### src/rtl/core_pkg.sv
// -----------------------------------------------------------------------------
// core_pkg
//   Shared definitions for the RISC-V core front end.
//   - XLEN      : datapath / PC width
//   - RESET_PC  : first fetch address after reset
//   - INSTR_NOP : canonical NOP (addi x0, x0, 0), shown on out_instr when idle
//   - DROP_W    : width of the "responses still to discard" counter in fetch
//   - fetch_pkt_t : {pc, instr} packet handed from IF to the IF/ID register
//   - sat_inc32 : saturating 32-bit increment used by optional perf counters
// -----------------------------------------------------------------------------
package core_pkg;

  localparam int XLEN = 32;
  localparam logic [XLEN-1:0] RESET_PC  = 32'h0000_0000;
  localparam logic [XLEN-1:0] INSTR_NOP = 32'h0000_0013;

  // Enough headroom for many back-to-back redirects over a slow memory;
  // the counter saturates rather than wrapping.
  localparam int DROP_W = 8;

  typedef struct packed {
    logic [XLEN-1:0] pc;
    logic [XLEN-1:0] instr;
  } fetch_pkt_t;

  function automatic logic [31:0] sat_inc32(input logic [31:0] v);
    if (v == 32'hFFFF_FFFF) begin
      return v;
    end else begin
      return v + 32'd1;
    end
  endfunction

endpackage

### src/rtl/fetch_fifo.sv
// -----------------------------------------------------------------------------
// fetch_fifo
//   Small synchronous FIFO with registered storage. Used twice in the fetch
//   stage: as the in-order PC tag queue and as the {pc, instr} output buffer.
//   Ports:
//     clk, rst        : clock, synchronous active-high reset
//     push, push_data : write request / data
//     pop             : read request (ignored when empty)
//     flush           : discard all entries (wins over push/pop)
//     head_data       : oldest entry (valid when !empty)
//     count, full, empty : occupancy
//   DEPTH must be a power of two >= 2 so the pointers wrap naturally.
// -----------------------------------------------------------------------------
module fetch_fifo #(
  parameter int WIDTH = 32,
  parameter int DEPTH = 2
) (
  input  logic                       clk,
  input  logic                       rst,
  input  logic                       push,
  input  logic [WIDTH-1:0]           push_data,
  input  logic                       pop,
  input  logic                       flush,
  output logic [WIDTH-1:0]           head_data,
  output logic [$clog2(DEPTH+1)-1:0] count,
  output logic                       full,
  output logic                       empty
);

  localparam int AW = $clog2(DEPTH);
  localparam int CW = $clog2(DEPTH+1);
  localparam logic [CW-1:0] DEPTH_C = CW'(DEPTH);

  logic [WIDTH-1:0] mem_q [DEPTH];
  logic [WIDTH-1:0] mem_d [DEPTH];
  logic [AW-1:0]    rd_ptr_q, rd_ptr_d;
  logic [AW-1:0]    wr_ptr_q, wr_ptr_d;
  logic [CW-1:0]    count_q, count_d;
  logic             do_push, do_pop;

  // Effective push/pop: a pop frees the slot a same-cycle push may use.
  always_comb begin
    do_pop  = pop && (count_q != {CW{1'b0}});
    do_push = push && ((count_q != DEPTH_C) || do_pop);
  end

  // Next-state for storage, pointers and occupancy.
  always_comb begin
    mem_d    = mem_q;
    rd_ptr_d = rd_ptr_q;
    wr_ptr_d = wr_ptr_q;
    count_d  = count_q;
    if (flush) begin
      rd_ptr_d = {AW{1'b0}};
      wr_ptr_d = {AW{1'b0}};
      count_d  = {CW{1'b0}};
    end else begin
      case ({do_push, do_pop})
        2'b10: begin
          mem_d[wr_ptr_q] = push_data;
          wr_ptr_d        = wr_ptr_q + AW'(1'b1);
          count_d         = count_q + CW'(1'b1);
        end
        2'b01: begin
          rd_ptr_d = rd_ptr_q + AW'(1'b1);
          count_d  = count_q - CW'(1'b1);
        end
        2'b11: begin
          mem_d[wr_ptr_q] = push_data;
          wr_ptr_d        = wr_ptr_q + AW'(1'b1);
          rd_ptr_d        = rd_ptr_q + AW'(1'b1);
        end
        default: begin
          count_d = count_q;
        end
      endcase
    end
  end

  // State registers with synchronous reset.
  always_ff @(posedge clk) begin
    if (rst) begin
      mem_q    <= '{default: {WIDTH{1'b0}}};
      rd_ptr_q <= {AW{1'b0}};
      wr_ptr_q <= {AW{1'b0}};
      count_q  <= {CW{1'b0}};
    end else begin
      mem_q    <= mem_d;
      rd_ptr_q <= rd_ptr_d;
      wr_ptr_q <= wr_ptr_d;
      count_q  <= count_d;
    end
  end

  assign head_data = mem_q[rd_ptr_q];
  assign count     = count_q;
  assign full      = (count_q == DEPTH_C);
  assign empty     = (count_q == {CW{1'b0}});

  fetch_fifo_chk u_chk (
    .clk  (clk),
    .rst  (rst),
    .push (push),
    .pop  (do_pop),
    .full (full)
  );

endmodule

### src/rtl/fetch_fifo_chk.sv
// -----------------------------------------------------------------------------
// fetch_fifo_chk
//   Protocol checker bound into fetch_fifo: flags a push into a full FIFO
//   that is not relieved by a simultaneous pop (data would be lost).
//   Ports: clk, rst, push (requested push), pop (effective pop), full.
// -----------------------------------------------------------------------------
module fetch_fifo_chk (
  input logic clk,
  input logic rst,
  input logic push,
  input logic pop,
  input logic full
);

  // Overflow check, sampled on every active clock edge outside reset.
  always_ff @(posedge clk) begin
    if (!rst) begin
      assert (!(push && full && !pop))
        else $error("fetch_fifo overflow: push while full without pop");
    end
  end

endmodule

### src/rtl/fetch_stage.sv
// -----------------------------------------------------------------------------
// fetch_stage
//   Instruction fetch stage: generates the PC, issues in-order requests to the
//   instruction memory, buffers responses and presents {pc, instr} to the
//   IF/ID register over a valid/ready handshake. A redirect flushes the stage
//   and restarts fetch at redirect_pc; responses to requests issued before
//   the redirect are counted and discarded as they come back.
//   Ports:
//     clk, rst                          : clock, synchronous active-high reset
//     imem_req_valid/ready/addr         : request channel (word aligned)
//     imem_rsp_valid/data               : in-order response channel
//     redirect_valid, redirect_pc       : flush and restart
//     out_valid/ready, out_pc, out_instr: IF/ID handshake (registered source)
//   Optional (macro FETCH_PERF_CNT_EN):
//     stall_cnt  : cycles with out_valid && !out_ready (saturating)
//     bubble_cnt : cycles with !out_valid && out_ready (saturating)
//   XLEN must match core_pkg::XLEN because the buffer uses fetch_pkt_t.
// -----------------------------------------------------------------------------
module fetch_stage #(
  parameter int              XLEN     = 32,
  parameter logic [XLEN-1:0] RESET_PC = 32'h0000_0000,
  parameter int              DEPTH    = 2
) (
  input  logic            clk,
  input  logic            rst,
  output logic            imem_req_valid,
  input  logic            imem_req_ready,
  output logic [XLEN-1:0] imem_req_addr,
  input  logic            imem_rsp_valid,
  input  logic [XLEN-1:0] imem_rsp_data,
  input  logic            redirect_valid,
  input  logic [XLEN-1:0] redirect_pc,
  output logic            out_valid,
  input  logic            out_ready,
  output logic [XLEN-1:0] out_pc,
  output logic [XLEN-1:0] out_instr
`ifdef FETCH_PERF_CNT_EN
  ,
  output logic [31:0]     stall_cnt,
  output logic [31:0]     bubble_cnt
`endif
);

  import core_pkg::*;

  localparam int CW = $clog2(DEPTH+1);
  localparam logic [CW:0] DEPTH_C = (CW+1)'(DEPTH);

  logic [XLEN-1:0]   pc_q, pc_d;
  logic [DROP_W-1:0] drop_q, drop_d;
  logic              run_q, run_d;

  logic [XLEN-1:0]   tag_head;
  logic [CW-1:0]     tag_count, buf_count;
  logic              tag_full, tag_empty, buf_full, buf_empty;
  fetch_pkt_t        buf_head, buf_wdata;

  logic              out_pop, rsp_drop, rsp_keep, tag_pop, buf_push;
  logic              req_valid, req_fire;
  logic [CW:0]       in_use;
  logic [DROP_W:0]   drop_sum;

  // Handshake qualifiers and issue credit. A pop this cycle frees a slot, so
  // the credit counts it to sustain one instruction per cycle.
  always_comb begin
    out_pop   = !buf_empty && out_ready;
    rsp_drop  = imem_rsp_valid && (drop_q != {DROP_W{1'b0}});
    rsp_keep  = imem_rsp_valid && (drop_q == {DROP_W{1'b0}});
    in_use    = {1'b0, tag_count} + {1'b0, buf_count} - {{CW{1'b0}}, out_pop};
    req_valid = run_q && !redirect_valid && !tag_full && (in_use < DEPTH_C);
    req_fire  = req_valid && imem_req_ready;
    // A response with no matching tag (e.g. stale after reset) is ignored.
    tag_pop   = rsp_keep && !tag_empty;
    buf_push  = rsp_keep && !tag_empty && !buf_full_blocked() && !redirect_valid;
    buf_wdata.pc    = tag_head;
    buf_wdata.instr = imem_rsp_data;
  end

  function automatic logic buf_full_blocked();
    return buf_full && !out_pop;
  endfunction

  // Next PC and discard counter; a redirect replaces both.
  always_comb begin
    pc_d     = pc_q;
    drop_d   = drop_q;
    run_d    = 1'b1;
    drop_sum = {1'b0, drop_q} + (DROP_W+1)'(tag_count);
    if (redirect_valid) begin
      pc_d = {redirect_pc[XLEN-1:2], 2'b00};
      // Every request not yet answered must now be discarded, except one
      // answered (and thrown away) in this very cycle.
      if (imem_rsp_valid && (drop_sum != {(DROP_W+1){1'b0}})) begin
        drop_sum = drop_sum - (DROP_W+1)'(1'b1);
      end else begin
        drop_sum = drop_sum;
      end
      if (drop_sum[DROP_W]) begin
        drop_d = {DROP_W{1'b1}};
      end else begin
        drop_d = drop_sum[DROP_W-1:0];
      end
    end else begin
      if (req_fire) begin
        pc_d = pc_q + XLEN'(3'd4);
      end else begin
        pc_d = pc_q;
      end
      if (rsp_drop) begin
        drop_d = drop_q - DROP_W'(1'b1);
      end else begin
        drop_d = drop_q;
      end
    end
  end

  // PC, discard counter and issue-enable registers. run_q holds off issue
  // for the first cycle after reset.
  always_ff @(posedge clk) begin
    if (rst) begin
      pc_q   <= {RESET_PC[XLEN-1:2], 2'b00};
      drop_q <= {DROP_W{1'b0}};
      run_q  <= 1'b0;
    end else begin
      pc_q   <= pc_d;
      drop_q <= drop_d;
      run_q  <= run_d;
    end
  end

  fetch_fifo #(
    .WIDTH (XLEN),
    .DEPTH (DEPTH)
  ) u_tag_q (
    .clk       (clk),
    .rst       (rst),
    .push      (req_fire),
    .push_data (pc_q),
    .pop       (tag_pop),
    .flush     (redirect_valid),
    .head_data (tag_head),
    .count     (tag_count),
    .full      (tag_full),
    .empty     (tag_empty)
  );

  fetch_fifo #(
    .WIDTH ($bits(fetch_pkt_t)),
    .DEPTH (DEPTH)
  ) u_out_buf (
    .clk       (clk),
    .rst       (rst),
    .push      (buf_push),
    .push_data (buf_wdata),
    .pop       (out_pop),
    .flush     (redirect_valid),
    .head_data (buf_head),
    .count     (buf_count),
    .full      (buf_full),
    .empty     (buf_empty)
  );

  assign imem_req_valid = req_valid;
  assign imem_req_addr  = pc_q;

  // Output view of the buffer head; only registered state feeds out_*.
  always_comb begin
    out_valid = !buf_empty;
    out_pc    = buf_head.pc;
    if (buf_empty) begin
      out_instr = INSTR_NOP;
    end else begin
      out_instr = buf_head.instr;
    end
  end

`ifdef FETCH_PERF_CNT_EN
  logic [31:0] stall_cnt_q, stall_cnt_d;
  logic [31:0] bubble_cnt_q, bubble_cnt_d;

  // Saturating stall / bubble event counters.
  always_comb begin
    if (!buf_empty && !out_ready) begin
      stall_cnt_d = sat_inc32(stall_cnt_q);
    end else begin
      stall_cnt_d = stall_cnt_q;
    end
    if (buf_empty && out_ready) begin
      bubble_cnt_d = sat_inc32(bubble_cnt_q);
    end else begin
      bubble_cnt_d = bubble_cnt_q;
    end
  end

  // Counter registers.
  always_ff @(posedge clk) begin
    if (rst) begin
      stall_cnt_q  <= 32'h0000_0000;
      bubble_cnt_q <= 32'h0000_0000;
    end else begin
      stall_cnt_q  <= stall_cnt_d;
      bubble_cnt_q <= bubble_cnt_d;
    end
  end

  assign stall_cnt  = stall_cnt_q;
  assign bubble_cnt = bubble_cnt_q;
`endif

endmodule

### config.mk
export PLATFORM = sky130hd
export DESIGN_NAME = fetch_stage
export DESIGN_NICKNAME = d
export VERILOG_FILES = /design/src/rtl/core_pkg.sv /design/src/rtl/fetch_fifo.sv /design/src/rtl/fetch_fifo_chk.sv /design/src/rtl/fetch_stage.sv
export SDC_FILE = /design/constraint.sdc
export NUM_CORES = 1
export LEC_CHECK = 0
export ABC_AREA = 1
export CORE_MARGIN = 2
export CORE_UTILIZATION = 45
export DETAILED_ROUTE_END_ITERATION = 8
export PLACE_DENSITY = 0.77
export SYNTH_ARGS = -nofsm -noshare
export SYNTH_HDL_FRONTEND = slang
export SYNTH_SLANG_ARGS = --single-unit
### constraint.sdc
create_clock -name clk -period 5 [get_ports clk]
set_input_delay 0.5 -clock clk [delete_from_list [all_inputs] [get_ports clk]]
set_output_delay 0.5 -clock clk [all_outputs]
set_load 0.1 [all_outputs]
After elaboration in Yosys (flattened, before gate mapping):

Cells that the tools add are included.

* magnitude comparators: 7
* reduce and logical (&&, ||, !) cells: 44
* bitwise gates (word level): 5
* eq/ne operators: 10
* add/subtract/negate cells: 14
* muxes and demuxes: 23

Operator list (count)
* 2-to-1 mux 64 bit: 4
* 2-to-1 mux 32 bit: 7
* bitwise mux 128 bit: 1
* bitwise mux 64 bit: 1
* demux 64 bit (select 1 bit): 1
* adder 32 x 3 -> 32 bit (second input constant): 1
* demux 32 bit (select 1 bit): 1
* 2-to-1 mux 8 bit: 3
* logical AND 1 bit: 18
* 2-to-1 mux 9 bit: 2
* equality test 2 bit (second input constant): 6
* nonzero test 2 bit: 6
* OR reduction 2 bit: 5
* adder 8 x 2 -> 9 bit: 1
* nonzero test 9 bit: 1
* subtractor 9 x 1 -> 9 bit (second input constant): 1
* greater-or-equal comparator 2 bit (second input constant): 4
* logical NOT 8 bit: 1
* NOT 1 -> 2 bit: 4
* one-hot mux 2 bit (2 select lines): 2
* nonzero test 8 bit: 1
* subtractor 8 x 1 -> 8 bit (second input constant): 1
* logical NOT 1 bit: 6
* adder 1 bit (second input constant): 4
* 13 further kinds: 21

* bits in registers: 241
* word-level logic and storage cells: 117

Longest topological paths before layout:

Gate-level depths: netlist (run 1).

* depth after elaboration: 12
* gate-level depth with buffers: 19
* gate-level depth less buffers: 17

Cells and area by module:

From an unflattened synthesis (run 1), not the netlist that was laid out.

* cells, all modules: 2183
* area, all modules: 13140.1 sq um

By module, submodules not included
* fetch_fifo (u_out_buf): area an instance 6132.1 sq um, sequential area each 2642.5 sq um, cells each 993, instances 1
* fetch_stage: area an instance 3550.9 sq um, sequential area each 780.7 sq um, cells each 608, instances 1
* fetch_fifo (u_tag_q): area an instance 3457.1 sq um, sequential area each 1361.3 sq um, cells each 582, instances 1

Worst setup path after synthesis (run 1):

No wires, ideal clock.

* path type: register -> register
* start: reg u_out_buf.count_q[0], in the netlist u_out_buf.count[0]
* end: reg u_tag_q.mem_q[53] (netlist name)
* setup time: 0.117 ns
* cell stages (with the launch flop): 19
* required time: 4.883 ns
* period minus slack after synthesis: 5.602 ns
* arrival time: 5.484 ns
* slack: -0.602 ns
* cell sequence: dfxtp_1 > nor2_1 > clkbuf_1 > nor2_1 > ha_1 > or2_2 > fa_1 > inv_1 > nor4_2 > nand2_2 > inv_2 > buf_2 > ha_1 > nor2_1 > nor3_2 > inv_1 > clkbuf_1 > nor2_1 > nor2_1

* word-level cells in the longest chain between the ends: 11

Ends and longest elaborated chain
* start: declaration: RTL line fetch_fifo.sv:38 `logic [CW-1:0] count_q, count_d;`
* start signal: assignment: RTL line fetch_fifo.sv:86 `count_q <= {CW{1'b0}};`
* start signal: assignment: RTL line fetch_fifo.sv:91 `count_q <= count_d;`
* parallel branches: the longest is 3 deep, another holds adder 2 x 2 -> 3 bit
* subtractor 3 x 1 -> 3 bit *: RTL line fetch_stage.sv:69 `in_use = {1'b0, tag_count} + {1'b0, buf_count} - {{CW{1'b0}}, out_pop};`
* < comparator 3 x 2 -> 1 bit *: RTL line fetch_stage.sv:70 `req_valid = run_q && !redirect_valid && !tag_full && (in_use < DEPTH_C);`
* logical AND 1 bit *: RTL line fetch_stage.sv:70
* named net imem_req_valid: RTL line fetch_stage.sv:26 `output logic imem_req_valid,`
* logical AND 1 bit *: RTL line fetch_stage.sv:71 `req_fire = req_valid && imem_req_ready;`
* logical AND 1 bit *: RTL line fetch_fifo.sv:44 `do_push = push && ((count_q != DEPTH_C) || do_pop);`
* equality test 2 bit: RTL line fetch_fifo.sv:58 `case ({do_push, do_pop})`
* OR reduction 2 bit (no source line) *
* AND reduction 2 bit (no source line) *
* end signal: assignment: RTL line fetch_fifo.sv:88 `mem_q <= mem_d;`
* end: declaration: RTL line fetch_fifo.sv:34 `logic [WIDTH-1:0] mem_q [DEPTH];`

Mark *: on every way through the listed nets, which the timed path passes.
A chain may end at the register's enable or synchronous reset.

Worst setup path after layout (run 1):

* start: reg u_out_buf.count_q[0], in the netlist u_out_buf.count[0]
* end: reg u_tag_q.mem_q[45] (netlist name)

* word-level cells in the longest chain between the ends: 11

Ends and longest elaborated chain (RTL line)
* parallel branches: the longest is 3 deep, another holds adder 2 x 2 -> 3 bit
* subtractor 3 x 1 -> 3 bit *: fetch_stage.sv:69
* < comparator 3 x 2 -> 1 bit *: fetch_stage.sv:70
* logical AND 1 bit *: fetch_stage.sv:70
* logical AND 1 bit *: fetch_stage.sv:71
* logical AND 1 bit *: fetch_fifo.sv:44
* equality test 2 bit: fetch_fifo.sv:58
* OR reduction 2 bit (no source line) *
* AND reduction 2 bit (no source line) *

Mark *: on every way between the ends.

==> metrics.csv, run 1 <==
stage,metric,value,unit
worst_setup_path,"Slowest-stage cell, CP",fa_1,
sta,Slew @ Worst Pin,1.07,ns
worst_setup_path,Crit Path Class,reg -> reg,
synthesis,synthesized area,11000,um^2
worst_setup_path,Reg-to-Reg Start,u_out_buf.count[0]$_SDFFE_PP0P_,
global_route,initial antenna violation count,1,
cts,H-tree Lvls,1,
pwr,Max VDD drop,0.220,mV
cts,CTS max path bufs,3,
worst_setup_path,crit-path cells,nor2_2 -> buf_4 -> nor2_1 -> ha_1 -> or2_2 -> fa_1 -> inv_1 -> nor4_4 -> nand2_2 -> inv_2 -> ha_1 -> nor2_1 -> nor3_4 -> buf_4 -> o21ai_0 -> nor2_1,
sta,TNS Setup,0,ns
outcome,status,"finished, final reports clean",
cts,CTS tree,yes,
synthesis,top-count cell post-synth,nand2_1,
layout,Filler cells,2241,
worst_setup_path,crit path launch type,register,
placement,port buffer count,161,
worst_setup_path,element type at the critical path end,register,
worst_setup_path,worst path arrival time,4.24,ns
global_route,global route overflow,0,
worst_setup_path,Critical path buffers and inverters,4,
routing,DRT iter0 DRCs,874,
cts,Clock Latency Late Sink,0.51,ns
synthesis,"EDFF count, synth",0,
layout,area delta synth->final,23.4,%
synthesis,ys async rst share,0,%
synthesis,post-synthesis cell count,1592,
placement,placed insts,1992,
cts,"Reg clk slew, reported paths",0.06,ns
floorplanning,Die Ht,160,um
global_route,first-pass GRT wire length,48700,um
min_path,Hold Path End,u_out_buf.mem_q[116]$_SDFFE_PP0P_,
worst_setup_path,reg-to-reg endpoint,u_tag_q.mem_q[45]$_SDFFE_PP0P_,
floorplanning,Die X,160,um
global_route,vias in the first global route,9826,
global_route,largest net degree at the start of global routing,120,
cts,clock sink total,231,
pwr,Cell Pwr Density,321,nW/um^2
synthesis,synthesized flop and latch total,231,
min_path,hold path cells,2,
worst_setup_path,Critical Path Most Common Cell,nor2_1,
floorplanning,Rows,57,
layout,design area,13600,um^2
pwr,Final Total Pwr,0.00436,W
floorplanning,Starting Density,45.5,%
min_path,Hold Crit Class,reg -> reg,
sta,period utilisation layout,76.2,%
synthesis,Post-synth top flop,dfxtp_1,
synthesis,"top cells by area, synth","dfxtp_1, o21ai_0, nand2_1, a21oi_1, nor2_1",
synthesis,"top cells by count, synth","nand2_1, o21ai_0, dfxtp_1, nor2_1, a21oi_1",
floorplanning,Die ar.,25700,um^2
pwr,Leak Pwr,5.17,nW
worst_setup_path,CP Max Fanout,44,
synthesis,Synth warnings,0,
placement,Worst Setup Slack post-DPL,1.02,ns
worst_setup_path,worst setup path startpoint,u_out_buf.count[0]$_SDFFE_PP0P_,
sta,Setup Skew,0.00817,ns
global_route,GRT Util Overall,22.4,%
routing,drt drc,0,
layout,final net count,1781,
routing,Wirelength per Cell,14.6,um
sta,final hold violations,0,
layout,share of post-route cells with drive strength above 1,7.30,%
cts,CTS Buf Count,24,
placement,GPL Wtd Cong,0.890,
sta,Max transition margin,28.5,%
synthesis,cell taking the most area after synthesis,dfxtp_1,
layout,Final Non-Filler Cells,2037,
sta,maximum clock frequency,262,MHz
sta,"Slew Viols, Final",0,
flow_run,Max-cap violations,0,
min_path,hold path start,u_out_buf.mem_q[116]$_SDFFE_PP0P_,
worst_setup_path,flop2flop setup slack,1.19,ns
routing,vias per cell,5.26,
worst_setup_path,"delay-heaviest family, CP",simple AND/OR/NAND/NOR gates,
worst_setup_path,FF-to-FF path depth,16,
routing,"antenna viol nets, final",0,
synthesis,synth unique cells,42,
sta,Setup WS post-layout,1.19,ns
synthesis,sequential area share after synthesis,42.0,%
synthesis,share of the synthesized area in the top cell type,42.0,%
floorplanning,io pins,168,
sta,Final min period,3.81,ns
floorplanning,Core Area,24200,um^2
cts,hold buffers post-CTS,0,
routing,Routed WL,29700,um
cts,postcts setup bufs,0,
placement,hpwl dp,18900,um
worst_setup_path,CP peak stage delay,0.49,ns
routing,DRT Pass-1 Iters,7,
routing,via count,10700,
placement,post-place instance area,12700,um^2
sta,# setup viols final,0,
sta,unrepaired setup endpoints after global routing,no,
cts,CTS resizes,0,
synthesis,Avg Inst Size Synth,6.92,um^2
cts,Root Driver,clkbuf_16,
worst_setup_path,CP required,5.43,ns
[how the worst max path moves through the flow]
stage,cells past startpoint,endpoint
5_1_grt,16,u_tag_q.mem_q[51]$_SDFFE_PP0P_
6_report,16,u_tag_q.mem_q[45]$_SDFFE_PP0P_
4_1_cts,16,u_tag_q.mem_q[45]$_SDFFE_PP0P_
2_1_floorplan,18,u_tag_q.mem_q[53]$_SDFFE_PP0P_
3_3_place_gp,14,imem_req_addr[31]$_SDFFE_PP0P_
3_5_place_dp,16,u_tag_q.mem_q[58]$_SDFFE_PP0P_
[stage by stage]
| stage | utilization [%] | hold slack [ns] |
|---|---|---|
| 2_1_floorplan | - | 0.424 |
| 3_3_place_gp | 52.7 | 0.433 |
| 3_5_place_dp | 52.7 | 0.439 |
| 4_1_cts | 56.2 | 0.434 |
| 5_1_grt | 56.2 | 0.465 |
| 6_report | 56.2 | 0.445 |
[tightest hold or removal path, delay by kind of cell, from the launching register on]
kind                   cells  cell delay, ns
DFF                        1            0.30
AOI/OAI and AO/OA          1            0.05
buffers and inverters      1            0.05
[kinds of logic after synthesis]
logic type               Yosys count  synth area share (%)
AO/OA/AOI/OAI                    441                  20.8
XOR/XNOR                          29                  2.31
adder cells (fa/ha/maj)           17                  2.07
buffers and inverters            241                  8.57
flip-flops                       231                  42.0
other                              1                0.0341
AND/OR/NAND/NOR                  632                  24.2
[layout make-up]
type                            count  area, um^2  area share [%]
Antenna cell                        1        2.50          0.0184
Clock buffer                       39         758            5.58
Sequential cell                   231        4630            34.0
Clock inverter                      5        78.8           0.580
Multi-Input combinational cell   1123        5480            40.3
Timing Repair Buffer              176        1710            12.6
Inverter                          138         524            3.86
Tap cell                          324         405            2.98
[report_power, final]
| part | leakage (nW) | internal, W | total (W) | switching [W] |
|---|---|---|---|---|
| clock | 0.413 | 0.00114 | 0.00186 | 0.000727 |
| sequential | 1.87 | 0.00188 | 0.00194 | 0.0000597 |
| combinational | 2.89 | 0.000182 | 0.000558 | 0.000376 |
| total | 5.17 | 0.00320 | 0.00436 | 0.00116 |
[placed cells by master (no fill, tap or decap), types with 9 or more instances in the layout]
| cell | synthesis | routed |
|---|---|---|
| clkbuf_16 | 0 | 25 |
| buf_4 | 6 | 16 |
| ha_1 | 15 | 15 |
| xnor2_1 | 9 | 9 |
| inv_1 | 121 | 119 |
| dfxtp_1 | 231 | 230 |
| nand2_2 | 10 | 10 |
| xor2_1 | 20 | 20 |
| clkdlybuf4s50_1 | 0 | 158 |
| nand4_1 | 15 | 15 |
| nor2_2 | 8 | 9 |
| nand3_1 | 34 | 34 |
| a21oi_1 | 161 | 161 |
| inv_2 | 16 | 17 |
| o21ai_0 | 248 | 248 |
| nand2_1 | 328 | 328 |
| a31oi_1 | 12 | 12 |
| nor2_1 | 208 | 207 |
[metal layers]
metal | vias up | track usage, % | wire [um]
met4 | 0 | 6.80 | 627
met2 | 335 | 35.5 | 13500
met1 | 4980 | 32.1 | 14100
met3 | 47 | 2.69 | 1560
met5 | - | 0 | 0
li1 | 5349 | - | -
[state kept, by name, summed over array words and instances, names as in the netlist, 2 cells and up]
| register | count |
|---|---|
| imem_req_addr | 30 |
| drop_q | 8 |
| u_out_buf.count | 2 |
| u_tag_q.count | 2 |
| u_out_buf.mem_q | 124 |
| u_tag_q.mem_q | 60 |
(Power assumes the default switching activity.)
==> run 2, diff against run 1 <==
clock period = 3.9 ns   (was 5 ns; I/O delays follow)
==> metrics.csv, run 2 (same netlist as run 1, synthesis figures left out) <==
stage,metric,value,unit
cts,Root Driver,clkbuf_16,
layout,Ant. Diodes,0,
floorplanning,Rows,57,
sta,final hold violations,0,
placement,GPL Wtd Cong,0.926,
routing,vias per cell,5.25,
sta,maximum clock frequency,320,MHz
routing,via count,10700,
worst_setup_path,flop2flop setup slack,0.78,ns
global_route,GRT Util Overall,23.1,%
routing,Wirelength per Cell,15.0,um
cts,H-tree Lvls,1,
pwr,Clock Power Share,41.2,%
worst_setup_path,CP Max Fanout,62,
worst_setup_path,FF-to-FF path depth,13,
flow_run,Max-cap violations,0,
routing,Routed WL,30700,um
worst_setup_path,CP peak stage delay,0.89,ns
pwr,Internal,0.00398,W
routing,DRT Pass-1 Iters,5,
sta,Final min period,3.12,ns
pwr,Comb power frac,13.4,%
layout,most frequent cells in the layout,"nand2_1, dfxtp_1, o21ai_0, nor2_1, a21oi_1",
sta,Setup Skew,0.00892,ns
worst_setup_path,Crit Path Class,reg -> reg,
cts,clock sink total,231,
floorplanning,io pins,168,
layout,Filler cells,2271,
cts,"Reg clk slew, reported paths",0.06,ns
layout,"Most flops, register",u_out_buf.mem_q,
floorplanning,Die Ht,160,um
routing,"antenna viol nets, final",0,
pwr,switching share of power,27.3,%
sta,# setup viols final,0,
worst_setup_path,element type at the critical path end,register,
global_route,global route overflow,0,
pwr,Leak Pwr,5.32,nW
worst_setup_path,critical path depth,13,
floorplanning,Core Area,24200,um^2
worst_setup_path,crit path launch type,register,
sta,Slew @ Worst Pin,1.24,ns
placement,Worst Setup Slack post-DPL,0.328,ns
worst_setup_path,Reg-to-Reg Start,drop_q[2]$_SDFFE_PP0P_,
cts,Clock Latency Late Sink,0.51,ns
worst_setup_path,reg-to-reg endpoint,u_out_buf.mem_q[55]$_SDFFE_PP0P_,
global_route,first-pass GRT wire length,49500,um
pwr,Cell Pwr Density,405,nW/um^2
sta,"Slew Viols, Final",0,
global_route,initial antenna violation count,0,
placement,hpwl dp,20500,um
layout,"most common cell after layout, fill and taps aside",nand2_1,
global_route,vias in the first global route,9835,
worst_setup_path,worst setup path startpoint,drop_q[2]$_SDFFE_PP0P_,
routing,DRT iter0 DRCs,814,
worst_setup_path,Critical Path Most Common Cell,inv_2,
sta,Setup WS post-layout,0.776,ns
worst_setup_path,worst path arrival time,3.55,ns
worst_setup_path,crit-path cells,inv_2 -> nand4_1 -> inv_1 -> nand4_1 -> a211oi_2 -> o311ai_0 -> inv_2 -> ha_1 -> nor2_1 -> nor3_4 -> inv_2 -> nand2_1 -> a21oi_1,
worst_setup_path,Setup crit end,u_out_buf.mem_q[55]$_SDFFE_PP0P_,
pwr,switching pwr,0.00150,W
cts,CTS resizes,0,
pwr,Max VDD drop,0.241,mV
pwr,Flop pwr share,45.3,%
cts,CTS tree,yes,
cts,CTS max path bufs,3,
layout,share of post-route cells with drive strength above 1,12.1,%
sta,WHS,0.401,ns
worst_setup_path,Critical path buffers and inverters,4,
placement,port buffer count,161,
layout,final net count,1788,
routing,drt drc,0,
worst_setup_path,"delay-heaviest family, CP",buffers and inverters,
floorplanning,Die X,160,um
sta,unrepaired setup endpoints after global routing,no,
cts,postcts setup bufs,0,
floorplanning,Starting Density,45.5,%
layout,max reg flops,124,
layout,area delta synth->final,23.0,%
cts,hold buffers post-CTS,0,
worst_setup_path,"Slowest-stage cell, CP",inv_2,
min_path,Hold Crit Class,in -> reg,
sta,Max transition margin,17.6,%
sta,period utilisation layout,80.1,%
cts,CTS Buf Count,24,
floorplanning,Die ar.,25700,um^2
worst_setup_path,CP required,4.32,ns
outcome,status,"finished, final reports clean",
global_route,largest net degree at the start of global routing,95,
run 2: cell type report:
type,instances,area [um^2],share of cell area [%]
well taps,324,405,2.99
inverters,138,524,3.87
clock buffers,36,717,5.29
clock inverters,7,63.8,0.471
flip-flops and latches,231,4630,34.2
multi-input cells,1123,5550,41.0
repair buffers,183,1650,12.2
run 2: stage by stage:
step	utilization [%]	cells	instance area (um^2)	total power (W)	TNS, ns
floorplan	-	1595	11200	0.00304	-21.37
global placement	52.8	1999	12800	0.00326	0
detailed placement	52.8	1999	12800	0.00326	0
CTS	56.0	2042	13500	0.00551	0
global route	56.0	2042	13500	0.00570	0
finish	56.0	2042	13500	0.00548	0
run 2: tightest hold or removal path, cell delays in order:
cell and delay (ns):
buf_2 0.09, inv_2 0.04, buf_4 0.19, a21oi_1 0.15
run 2: per-layer routing:
layer / share of wire [%] / GRT usage [%] / up-vias
met4: 2.1 / 6.22 / 0
met5: 0 / 0 / -
met1: 46 / 32.2 / 4989
met2: 46 / 37.8 / 315
li1: - / - / 5363
met3: 5.8 / 2.84 / 47
run 2: worst min path at each step:
stage | startpoint | end | slack (ns) | depth (start not counted)
detailed placement | u_tag_q.mem_q[21]$_SDFFE_PP0P_ | u_tag_q.mem_q[21]$_SDFFE_PP0P_ | 0.44 | 2
CTS | redirect_valid | imem_req_addr[18]$_SDFFE_PP0P_ | 0.38 | 4
finish | redirect_valid | imem_req_addr[6]$_SDFFE_PP0P_ | 0.40 | 4
global placement | u_tag_q.mem_q[8]$_SDFFE_PP0P_ | u_tag_q.mem_q[8]$_SDFFE_PP0P_ | 0.43 | 2
floorplan | u_out_buf.mem_q[123]$_SDFFE_PP0P_ | u_out_buf.mem_q[123]$_SDFFE_PP0P_ | 0.42 | 2
global route | redirect_valid | imem_req_addr[11]$_SDFFE_PP0P_ | 0.42 | 4
run 2: power groups by stage:
stage	Sequential (W)	Combinational (W)	Clock [W]
CTS	0.00248	0.000732	0.00230
detailed placement	0.00253	0.000727	0
global route	0.00249	0.000801	0.00240
floorplan	0.00264	0.000399	0
finish	0.00249	0.000737	0.00226
global placement	0.00253	0.000720	0
==> run 3, diff against run 2 <==
clock period = 3.1 ns   (was 3.9 ns; I/O delays follow)
==> metrics.csv, run 3 (same netlist as run 1, synthesis figures left out) <==
stage,metric,value,unit
flow_run,Max-cap violations,0,
sta,Max transition margin,36.7,%
global_route,GR Layer Usage met2,35.7,%
cts,CTS Buf Count,26,
sta,Final min period,3.12,ns
worst_setup_path,CP peak stage delay,0.50,ns
placement,hpwl dp,20100,um
outcome,status,finished with violations,
sta,Setup Skew,0.0158,ns
placement,port buffer count,161,
worst_setup_path,crit-path cells,nor2_4 -> nor2_2 -> ha_1 -> or2_4 -> fa_1 -> inv_2 -> nor4_4 -> nand2_2 -> inv_4 -> ha_4 -> nor2_4 -> nor3_4 -> buf_6 -> inv_2 -> buf_12 -> nor2_1 -> nor2_1,
min_path,Hold Crit Class,in -> reg,
outcome,failing checks,negative setup slack,
sta,final hold violations,0,
layout,final net count,1816,
sta,TNS Setup,-0.0208,ns
sta,Setup WS post-layout,-0.0208,ns
worst_setup_path,CP required,3.51,ns
global_route,M3 GR Usage,2.87,%
pwr,switching pwr,0.00202,W
routing,via count,10900,
global_route,GR peak layer,met2,
routing,"antenna viol nets, final",0,
floorplanning,io pins,168,
pwr,Max VDD drop,0.315,mV
global_route,GRT Util Overall,22.8,%
routing,vias per cell,5.25,
layout,Final Non-Filler Cells,2073,
pwr,Internal,0.00559,W
cts,Root Driver,clkbuf_16,
layout,"Most flops, register",u_out_buf.mem_q,
sta,# setup viols final,1,
worst_setup_path,crit path launch type,register,
cts,"Reg clk slew, reported paths",0.06,ns
pwr,Flop pwr share,41.2,%
layout,share of post-route cells with drive strength above 1,17.1,%
floorplanning,Starting Density,45.5,%
routing,Wirelength per Cell,14.9,um
floorplanning,Die Ht,160,um
global_route,GR Util met1,33.0,%
routing,Routed WL,30900,um
worst_setup_path,Crit Path Class,reg -> reg,
layout,max reg flops,124,
pwr,Cell Pwr Density,540,nW/um^2
cts,H-tree Lvls,1,
sta,unrepaired setup endpoints after global routing,yes,
worst_setup_path,CP Max Fanout,15,
layout,area delta synth->final,27.9,%
pwr,switching share of power,26.5,%
pwr,Clock Power Share,46.6,%
routing,DRT iter0 DRCs,960,
worst_setup_path,"Slowest-stage cell, CP",fa_1,
floorplanning,Core Area,24200,um^2
routing,drt drc,0,
global_route,global route overflow,0,
sta,Slew @ Worst Pin,0.950,ns
sta,maximum clock frequency,320,MHz
pwr,Leak Pwr,5.66,nW
worst_setup_path,worst path arrival time,3.53,ns
floorplanning,Die ar.,25700,um^2
cts,Clock Latency Late Sink,0.53,ns
layout,"most common cell after layout, fill and taps aside",nand2_1,
layout,Ant. Diodes,0,
routing,DRT Pass-1 Iters,5,
floorplanning,Die X,160,um
cts,CTS max path bufs,3,
global_route,largest net degree at the start of global routing,133,
pwr,Final Total Pwr,0.00761,W
placement,placed insts,2014,
cts,CTS tree,yes,
sta,"Slew Viols, Final",0,
placement,GPL Wtd Cong,0.895,
global_route,initial antenna violation count,0,
sta,period utilisation layout,101,%
worst_setup_path,element type at the critical path end,register,
global_route,first-pass GRT wire length,49600,um
cts,clock sink total,231,
global_route,vias in the first global route,10100,
floorplanning,Rows,57,
layout,most frequent cells in the layout,"nand2_1, dfxtp_1, o21ai_0, nor2_1, a21oi_1",
pwr,Comb power frac,12.3,%
==> run 3: changes by cell type in the layout (fill, tap and decap cells not counted), moves of 6 or more <==
cell,previous run,this run
buf_4,82,128
bufinv_16,1,7
clkbuf_1,6,0
clkdlybuf4s50_1,96,65
nor2_1,206,194
nor2_2,8,18
o21ai_0,225,199
o21ai_1,24,44
o21ai_2,0,6
==> run 3: power by group through the flow <==
stage | Clock [W] | Combinational, W | Sequential [W]
4_1_cts | 0.00359 | 0.000916 | 0.00313
6_report | 0.00355 | 0.000932 | 0.00313
2_1_floorplan | 0 | 0.000502 | 0.00332
3_5_place_dp | 0 | 0.000910 | 0.00319
5_1_grt | 0.00372 | 0.00102 | 0.00314
3_3_place_gp | 0 | 0.000897 | 0.00319
==> run 3: critical path, delay by kind of cell (launching register included) <==
kind	cells	cell delay (ns)
and+or+nand+nor	9	1.23
DFF	1	0.35
adders and majority gates	3	0.90
buffers and inverters	5	0.53
==> run 3: area by class of cell <==
class / count / area (um^2)
inverter: 138 / 527
tap: 324 / 405
sequential: 231 / 4630
clock buffer: 30 / 717
timing repair buffer: 209 / 1870
fill: 2212 / 10100
clock inverter: 18 / 292
multi-input combinational: 1123 / 5640
==> run 3: per-layer routing <==
| layer | share of wire, % | wire (um) |
|---|---|---|
| met5 | 0 | 0 |
| met1 | 46 | 14100 |
| met4 | 2.5 | 759 |
| met3 | 6.8 | 2090 |
| met2 | 45 | 14000 |
==> run 3: per-stage QoR <==
stage	instance area, um^2	util, %	hold WS [ns]	worst slack [ns]
global route	14100	58.2	0.300	-0.187
detailed placement	12800	53.1	0.438	-0.445
CTS	13900	57.3	0.280	0.0288
global placement	12800	53.1	0.434	-0.333
finish	14100	58.2	0.303	-0.0208
floorplan	11200	-	0.424	-1.21
==> run 3: final timing paths <==
check	startpoint	end	slack, ns	cells past startpoint
setup / recovery	u_out_buf.count[1]$_SDFFE_PP0P_	u_tag_q.mem_q[56]$_SDFFE_PP0P_	-0.02	17
hold / removal	redirect_valid	imem_req_addr[11]$_SDFFE_PP0P_	0.30	4
setup reg to reg	u_out_buf.count[1]$_SDFFE_PP0P_	u_tag_q.mem_q[56]$_SDFFE_PP0P_	-0.02	17
hold reg to reg	u_tag_q.mem_q[29]$_SDFFE_PP0P_	u_tag_q.mem_q[29]$_SDFFE_PP0P_	0.45	2
==> run 3: what timing repair did <==
item | 4_1_cts | 5_1_grt
cloned | 0 | 4
endpoints found under the setup margin | 2 | 62
pin swaps | 0 | 6
hold endpoints to repair | 0 | 0
hold buffers | 0 | 0
gates resized for setup | 1 | 52
buffers inserted | 0 | 7
